### src/rtl/f5_sweep_ctrl.sv
// Sweep sequencer that walks every minterm of the f5 function, samples two implementations and logs disagreements.
// Optional macro F5_GOLDEN_CHECK_EN also compares implementation A against the GOLDEN truth table.
module f5_sweep_ctrl #(
    parameter int                NIN    = 2,
    parameter int                SETTLE = 1,
    parameter logic [2**NIN-1:0] GOLDEN = 4'b0010
) (
    input  logic               clk,
    input  logic               reset,
    input  logic               start,
    output logic [NIN-1:0]     stim,
    input  logic               a_in,
    input  logic               b_in,
    output logic               busy,
    output logic               done,
    output logic [2**NIN-1:0]  mismatch,
    output logic [2**NIN-1:0]  golden_mask,
    output logic [NIN:0]       err_count,
    output logic               pass
);

    localparam int NM = 2**NIN;
    localparam int CW = (SETTLE > 0) ? $clog2(SETTLE + 1) : 1;
    localparam logic [NIN:0] LAST = (NIN+1)'(NM - 1);

    typedef enum logic [2:0] {
        S_IDLE, S_DRIVE, S_SETTLE, S_SAMPLE, S_DONE
    } state_t;

    state_t          state_q, state_d;
    logic [NIN:0]    m_q, m_d;
    logic [NIN-1:0]  stim_q, stim_d;
    logic [CW-1:0]   cnt_q, cnt_d;
    logic [NM-1:0]   mis_q, mis_d;
    logic [NM-1:0]   gold_q, gold_d;
    logic [NIN:0]    err_q, err_d;
    logic            busy_q, busy_d;
    logic            done_q, done_d;

    always_ff @(posedge clk or posedge reset) begin
        if (reset) begin
            state_q <= S_IDLE;
            m_q     <= '0;
            stim_q  <= '0;
            cnt_q   <= '0;
            mis_q   <= '0;
            gold_q  <= '0;
            err_q   <= '0;
            busy_q  <= 1'b0;
            done_q  <= 1'b0;
        end else begin
            state_q <= state_d;
            m_q     <= m_d;
            stim_q  <= stim_d;
            cnt_q   <= cnt_d;
            mis_q   <= mis_d;
            gold_q  <= gold_d;
            err_q   <= err_d;
            busy_q  <= busy_d;
            done_q  <= done_d;
        end
    end

    always_comb begin
        state_d = state_q;
        m_d     = m_q;
        stim_d  = stim_q;
        cnt_d   = cnt_q;
        mis_d   = mis_q;
        gold_d  = gold_q;
        err_d   = err_q;
        busy_d  = busy_q;
        done_d  = done_q;
        case (state_q)
            S_IDLE, S_DONE: begin
                if (start) begin
                    mis_d   = '0;
                    gold_d  = '0;
                    err_d   = '0;
                    m_d     = '0;
                    busy_d  = 1'b1;
                    done_d  = 1'b0;
                    state_d = S_DRIVE;
                end
            end
            S_DRIVE: begin
                stim_d = m_q[NIN-1:0];
                if (SETTLE == 0) begin
                    state_d = S_SAMPLE;
                end else begin
                    cnt_d   = CW'(SETTLE);
                    state_d = S_SETTLE;
                end
            end
            S_SETTLE: begin
                if (cnt_q <= CW'(1)) state_d = S_SAMPLE;
                else                 cnt_d   = cnt_q - CW'(1);
            end
            S_SAMPLE: begin
                if (a_in != b_in) begin
                    mis_d[m_q[NIN-1:0]] = 1'b1;
                    err_d               = err_q + (NIN+1)'(1);
                end
`ifdef F5_GOLDEN_CHECK_EN
                if (a_in != GOLDEN[m_q[NIN-1:0]]) gold_d[m_q[NIN-1:0]] = 1'b1;
`endif
                // m is one bit wider than the index so LAST never aliases to 0.
                if (m_q == LAST) begin
                    busy_d  = 1'b0;
                    done_d  = 1'b1;
                    state_d = S_DONE;
                end else begin
                    m_d     = m_q + (NIN+1)'(1);
                    state_d = S_DRIVE;
                end
            end
            default: state_d = S_IDLE;
        endcase
    end

    assign stim      = stim_q;
    assign busy      = busy_q;
    assign done      = done_q;
    assign mismatch  = mis_q;
    assign err_count = err_q;
`ifdef F5_GOLDEN_CHECK_EN
    assign golden_mask = gold_q;
`else
    assign golden_mask = '0;
`endif
    assign pass = done_q & (mis_q == '0) & (golden_mask == '0);

endmodule

### config.mk
export PLATFORM = sky130hd
export DESIGN_NAME = f5_sweep_ctrl
export DESIGN_NICKNAME = d
export VERILOG_FILES = /design/src/rtl/f5_sweep_ctrl.sv
export SDC_FILE = /design/constraint.sdc
export NUM_CORES = 1
export LEC_CHECK = 0
export ABC_CLOCK_PERIOD_IN_PS = 4600
export BUFFER_PORTS_ARGS = -buffer_cell sky130_fd_sc_hd__buf_2
export CAP_MARGIN = 20
export CORE_MARGIN = 2
export CORE_UTILIZATION = 51
export CTS_CLUSTER_SIZE = 30
export DETAILED_ROUTE_END_ITERATION = 7
export PLACE_DENSITY = 0.78
export SYNTH_ARGS = -nofsm -noshare
export SYNTH_HDL_FRONTEND = slang
export SYNTH_SLANG_ARGS = --single-unit
### constraint.sdc
create_clock -name clk -period 4.6 [get_ports clk]
set_input_delay 0.23 -clock clk [delete_from_list [all_inputs] [get_ports clk]]
set_output_delay 0.23 -clock clk [all_outputs]
set_load 0.01 [all_outputs]
==> results of run 1 <==
==> flip-flops by register name, indices dropped and copies added (netlist names) <==
signal / flops
stim: 2
m_q: 3
done: 1
err_count: 3
busy: 1
state_q: 3
mismatch: 4
==> routing by layer <==
metal  track usage, %  share of wire, %  vias to the layer above
met2             26.1                49                       15
met3             2.38               3.2                        5
met4             10.3               2.4                        0
met5                0                 0                        -
met1             20.7                45                      288
li1                 -                 -                      293
==> worst register-to-register path: cells and delay by family, from the launching register on <==
kind | cells | cell delay [ns]
AO/OA/AOI/OAI | 1 | 0.25
multiplexers | 1 | 0.25
flip-flops | 1 | 0.45
adder cells (fa/ha/maj) | 2 | 0.50
==> power breakdown <==
| part | total [mW] | switching [mW] | internal, mW |
|---|---|---|---|
| clock network | 0.0787 | 0.0450 | 0.0337 |
| registers | 0.282 | 0.0655 | 0.216 |
| logic | 0.293 | 0.138 | 0.155 |
| total | 0.653 | 0.249 | 0.405 |
==> layout by cell type (no fill, tap or decap) <==
| cell | n |
|---|---|
| clkbuf_4 | 3 |
| a22o_2 | 5 |
| dfrtp_1 | 17 |
| xor2_1 | 1 |
| conb_1 | 4 |
| mux2_4 | 1 |
| or4_1 | 1 |
| o21a_4 | 1 |
| a21oi_1 | 4 |
| nand3b_1 | 2 |
| xnor2_1 | 1 |
| o31ai_1 | 1 |
| mux2_2 | 2 |
| and3_2 | 1 |
| and2_1 | 1 |
| nand2_1 | 5 |
| o21ai_0 | 1 |
| inv_1 | 7 |
| and2_2 | 1 |
| mux2i_1 | 2 |
| nand3_1 | 2 |
| ha_1 | 6 |
| o41ai_1 | 1 |
| clkbuf_1 | 1 |
| a21o_2 | 1 |
| nand2b_1 | 1 |
| buf_2 | 16 |
| nor2_1 | 3 |
| or3b_4 | 1 |
| and3b_2 | 1 |
| nor3_1 | 1 |
==> through the flow <==
| step | power (mW) | util (%) | instance area [sq um] | hold WS, ns | cells |
|---|---|---|---|---|---|
| finish | 0.653 | 57.8 | 976 | 0.00908 | 112 |
| global route | 0.710 | 57.8 | 976 | 0.0638 | 112 |
| CTS | 0.661 | 57.8 | 976 | 0.0331 | 112 |
| detailed placement | 0.582 | 56.2 | 950 | 0.346 | 108 |
| global placement | 0.569 | 56.2 | 950 | 0.343 | 108 |
| floorplan | 0.511 | - | 910 | 0.156 | 83 |
==> final cells by class <==
cell class	count	area, sq um
fillers	158	713
clock buffers	4	26.3
repair buffers	16	80.1
flip-flops and latches	17	425
multi-input cells	51	397
inverters	7	26.3
well taps	17	21.3
==> synth_stat cells, types with 2 or more instances <==
| library cell | instances | share of area (%) |
|---|---|---|
| dfrtp_1 | 17 | 47 |
| nor2_1 | 3 | 1.3 |
| a21oi_1 | 4 | 2.2 |
| nand3b_1 | 2 | 1.7 |
| a22o_2 | 5 | 5.6 |
| ha_1 | 6 | 8.4 |
| inv_1 | 7 | 2.9 |
| buf_4 | 4 | 3.3 |
| buf_6 | 2 | 2.5 |
| mux2i_1 | 2 | 2.2 |
| mux2_2 | 2 | 2.5 |
| nand3_1 | 2 | 1.1 |
| nand2_1 | 5 | 2.1 |
==> worst max-delay path by stage <==
| stage | start | endpoint | slack (ns) | cells after the start |
|---|---|---|---|---|
| floorplan | state_q[0] | m_q[0] | 3.13 | 5 |
| global placement | m_q[0] | m_q[0] | 3.10 | 4 |
| detailed placement | m_q[0] | m_q[0] | 3.07 | 4 |
| CTS | mismatch[3] | pass | 2.93 | 3 |
| global route | mismatch[3] | pass | 2.88 | 3 |
| finish | mismatch[3] | pass | 2.95 | 3 |
==> kinds of logic after synthesis <==
family	Yosys count	share of synthesized area (%)
buffers and inverters	15	9.75
flip-flops	17	47.4
XOR/XNOR	2	1.95
other	1	0.417
AND/OR/NAND/NOR	20	13.0
AO/OA/AOI/OAI	14	12.8
multiplexers	5	6.41
adder cells (fa/ha/maj)	6	8.36
==> flow_summary.json, run 1 <==
{
  "cp_top_family": "simple AND/OR/NAND/NOR gates",
  "io_buffers": 16,
  "slowest_delay_ns": 0.51,
  "synth-warning-count": 0,
  "ant_nets": 0,
  "grt_pass1_vias": 558,
  "grt_max_degree": 18,
  "clock_latency_ns": 0.29,
  "drtIter0Drc": 1,
  "numCtsBuffers": 3,
  "finalHoldViolCount": 0,
  "timing.rr.start": "m_q[0]",
  "post-route-period-util_pct": 35.9,
  "placementRows": 15,
  "vias_per_cell": 5.37,
  "wl_per_cell_um": 13.2,
  "grt_overflow_total": 0,
  "setup_tns_ns": 0,
  "status": "complete, no violations",
  "antenna_found_initial": 0,
  "cts_resized": 0,
  "static-leakage-power_nw": 0.515,
  "cts_max_level": 1,
  "routed_wl_um": 1480,
  "grt_pass1_wl_um": 2420,
  "start_util_pct": 53.2,
  "reg2reg_depth": 4,
  "setup_ws_ns": 2.95,
  "slew_violations": 0,
  "finalSetupViolations": 0,
  "cts_hold_buf": 0,
  "dieArea_sq_um": 2110,
  "period_needed_ns": 1.65,
  "ios": 21,
  "vias": 601,
  "async_reset_ff_share_pct": 100,
  "cts_root_buf": "clkbuf_4",
  "dpl.hpwl_um": 1130,
  "cts_tree": "done",
  "ys_ff_latch": 17,
  "reg2reg_slack_ns": 3.05,
  "ir_worst_vdd_mv": 0.298,
  "tightest_slew_ns": 0.636,
  "syn_to_final_growth_pct": 8.64,
  "yosysSeqAreaShare_pct": 47.4,
  "start_kind": "flip-flop",
  "die_w_um": 46.0,
  "syn_area_per_cell_sq_um": 11.2,
  "synth_cell_types": 32,
  "end_kind": "primary output",
  "clk_pin_slew_worst_paths_ns": 0.09,
  "nNetsFinal": 107,
  "post-place-ws_ns": 3.07,
  "syn_area_sq_um": 898,
  "rsz0062_at_grt": "no",
  "fp.dieH_um": 46.0,
  "postSynthCellCount": 80,
  "clock_sinks": 17,
  "slew_headroom_pct": 57.5,
  "diodes": 0,
  "worst-path-buf-inv": 1,
  "path_class": "flip-flop to primary output",
  "grt.total_usage_pct": 16.4,
  "required_ns": 4.37,
  "reg2reg_to": "m_q[0]",
  "cp_slowest_cell": "or4_1",
  "place.gp.congestion": 0.701,
  "fmax_mhz": 605,
  "clock_skew_ns": 0.000645,
  "worst-endpoint-arrival_ns": 1.42,
  "firstDrtPassIters": 4,
  "cp_cell_sequence": "or4_1, nor2_1, buf_2",
  "drv_cap": 0,
  "drc": 0,
  "post_cts_buffers": 0,
  "clk_path_buf_depth": 2,
  "synth_ff_type": "dfrtp_1",
  "synth-edff-count": 0,
  "core_region_area_sq_um": 1690,
  "min_path_type": "input port to async pin",
  "power.density_nw_per_um2": 670,
  "drive_above_1_share_pct": 34.7,
  "crit_fanout": 3
}
Power figures use the tool's default switching activity.
==> run 2, diff against run 1 <==
--- a/config.mk
+++ b/config.mk
@@ -5,7 +5,8 @@
 export SDC_FILE = /design/constraint.sdc
 export NUM_CORES = 1
 export LEC_CHECK = 0
-export ABC_CLOCK_PERIOD_IN_PS = 4600
+export ABC_AREA = 1
+export ABC_CLOCK_PERIOD_IN_PS = 1700
 export BUFFER_PORTS_ARGS = -buffer_cell sky130_fd_sc_hd__buf_2
 export CAP_MARGIN = 20
 export CORE_MARGIN = 2
==> constraint.sdc (replaced) <==
create_clock -name clk -period 1.7 [get_ports clk]
set_input_delay 0.085 -clock clk [delete_from_list [all_inputs] [get_ports clk]]
set_output_delay 0.085 -clock clk [all_outputs]
set_load 0.01 [all_outputs]
==> run 2 against run 1 <==
Clock skew is 0.0084 ns higher. Setup slack worse by 2.5 ns. Sequential share of layout area is 3.1 points lower. Register-to-register slack worse by 2.6 ns. Global-route usage is 1.1 points higher. Critical path type is now flip-flop to flip-flop. Clock-buffer cell count is 1 lower. Worst hold slack better by 0.034 ns. Design area is 7.6% higher.
==> flow_summary.json, run 2 <==
{
  "yosysSeqAreaShare_pct": 46.3,
  "worst-endpoint-arrival_ns": 1.48,
  "most-common-layout-cells": "nand2_1, dfrtp_1, buf_2",
  "cts_tree": "done",
  "reg2reg_depth": 5,
  "hold_path_depth": 3,
  "grt_pass1_wl_um": 2710,
  "clock_skew_ns": 0.00907,
  "placementRows": 15,
  "required_ns": 1.92,
  "use_met1_pct": 21.9,
  "ir_worst_vdd_mv": 0.811,
  "use_met2_pct": 29.2,
  "period_needed_ns": 1.26,
  "final_common_cell": "nand2_1",
  "grt_overflow_total": 0,
  "dpl.hpwl_um": 1260,
  "vias_per_cell": 4.74,
  "synth_cell_types": 19,
  "clk_pin_slew_worst_paths_ns": 0.10,
  "slew_violations": 0,
  "finalSetupViolations": 0,
  "clock_sinks": 17,
  "core_region_area_sq_um": 1710,
  "grt.busiest_layer": "met2",
  "diodes": 0,
  "synth-edff-count": 0,
  "setup_tns_ns": 0,
  "static-leakage-power_nw": 0.599,
  "synth_ff_type": "dfrtp_1",
  "postSynthCellCount": 114,
  "synth-warning-count": 0,
  "dieArea_sq_um": 2160,
  "post-place-ws_ns": 0.450,
  "io_buffers": 16,
  "vias": 753,
  "ys_top_cells_by_area": "dfrtp_1, nand2_1, ha_1, inv_1, nor2_1",
  "nNetsFinal": 146,
  "place.gp.congestion": 0.789,
  "numCtsBuffers": 3,
  "syn_to_final_growth_pct": 14.2,
  "cts_root_buf": "clkbuf_4",
  "syn_area_sq_um": 920,
  "start_kind": "flip-flop",
  "drive_above_1_share_pct": 20.9,
  "firstDrtPassIters": 4,
  "ios": 21,
  "fp.dieH_um": 46.5,
  "post-route-util_pct": 61.5,
  "grt.total_usage_pct": 17.5,
  "ys_ff_latch": 17,
  "ant_nets": 0,
  "layoutNonFillerInstCount": 159,
  "drtIter0Drc": 10,
  "path_class": "flip-flop to flip-flop",
  "async_reset_ff_share_pct": 100,
  "largest_register_ffs": 4,
  "cts_max_level": 1,
  "tightest_slew_ns": 0.639,
  "start_util_pct": 53.8,
  "end_kind": "flip-flop",
  "yosys-top-cells-count": "nand2_1, dfrtp_1, inv_1, nor2_1, nand3_1",
  "clock_latency_ns": 0.30,
  "synth_top_area_share_pct": 46.3,
  "slew_headroom_pct": 57.4,
  "antenna_found_initial": 0,
  "drc": 0,
  "power.density_nw_per_um2": 1670,
  "drv_cap": 0,
  "syn_area_per_cell_sq_um": 8.07,
  "post_cts_buffers": 0,
  "post-route-period-util_pct": 74.1,
  "status": "complete, no violations",
  "use_met3_pct": 2.35,
  "fmax_mhz": 794,
  "rsz0062_at_grt": "no",
  "crit_fanout": 3,
  "grt_pass1_vias": 678,
  "die_w_um": 46.5,
  "placed_cells": 154,
  "setup_ws_ns": 0.440,
  "synth_area_leader_cell": "dfrtp_1",
  "min_path_type": "input port to flip-flop",
  "wl_per_cell_um": 10.1,
  "synth_most_common_cell": "nand2_1",
  "finalHoldViolCount": 0,
  "clk_path_buf_depth": 2,
  "routed_wl_um": 1600,
  "grt_max_degree": 18
}
## run 2: through the flow
step | hold slack (ns) | power [mW] | cell area (sq um)
final | 0.0431 | 1.75 | 1050
after CTS | 0.0533 | 1.77 | 1050
after global routing | 0.0765 | 1.92 | 1050
after global placement | 0.203 | 1.51 | 1010
after floorplan | 0.0111 | 1.30 | 931
after detailed placement | 0.205 | 1.55 | 1010
## run 2: critical path, stage by stage, from the launching register on
cell and delay, ns:
dfrtp_1 0.41, ha_1 0.22, ha_1 0.22, nor2_1 0.19
nand2_1 0.08, o21ai_1 0.08
## run 2: kinds of logic after synthesis
group / count (synthesis) / synth area share, %
other: 1 / 0.408
AO/OA/AOI/OAI: 7 / 3.81
adder cells (fa/ha/maj): 6 / 8.16
buffers and inverters: 18 / 8.98
AND/OR/NAND/NOR: 65 / 32.4
flip-flops: 17 / 46.3
## run 2: worst paths after layout
kind,start,endpoint,slack (ns)
worst max-delay path,m_q[0],m_q[0],0.44
worst min-delay path,start,state_q[2],0.04
worst max register to register,m_q[0],m_q[0],0.44
worst min register to register,busy,busy,0.48
max in group asynchronous,reset,err_count[2],0.88
min in group asynchronous,reset,busy,0.40
## run 2: what timing repair did
action | CTS | global route
endpoints found under the hold margin | 17 | 0
hold buffers | 1 | 0
resized for setup | 0 | 0
## run 2: final cells by class
type | instances | area, sq um
Sequential cell | 17 | 425
Clock inverter | 1 | 5.00
Fill cell | 156 | 658
Tap cell | 25 | 31.3
Inverter | 14 | 52.6
Multi-Input combinational cell | 82 | 423
Timing Repair Buffer | 17 | 90.1
Clock buffer | 3 | 22.5
## run 2: metal layers
metal	wire length, um	part of all wire, %
met2	773	48
met4	17	1.1
met5	0	0
met3	64	4.0
met1	744	47
## run 2: power breakdown
part           internal, mW  switching [mW]  leakage (nW)
registers             0.563           0.140         0.219
logic                 0.309           0.520         0.362
clock network        0.0877           0.132        0.0177
total                 0.959           0.792         0.599
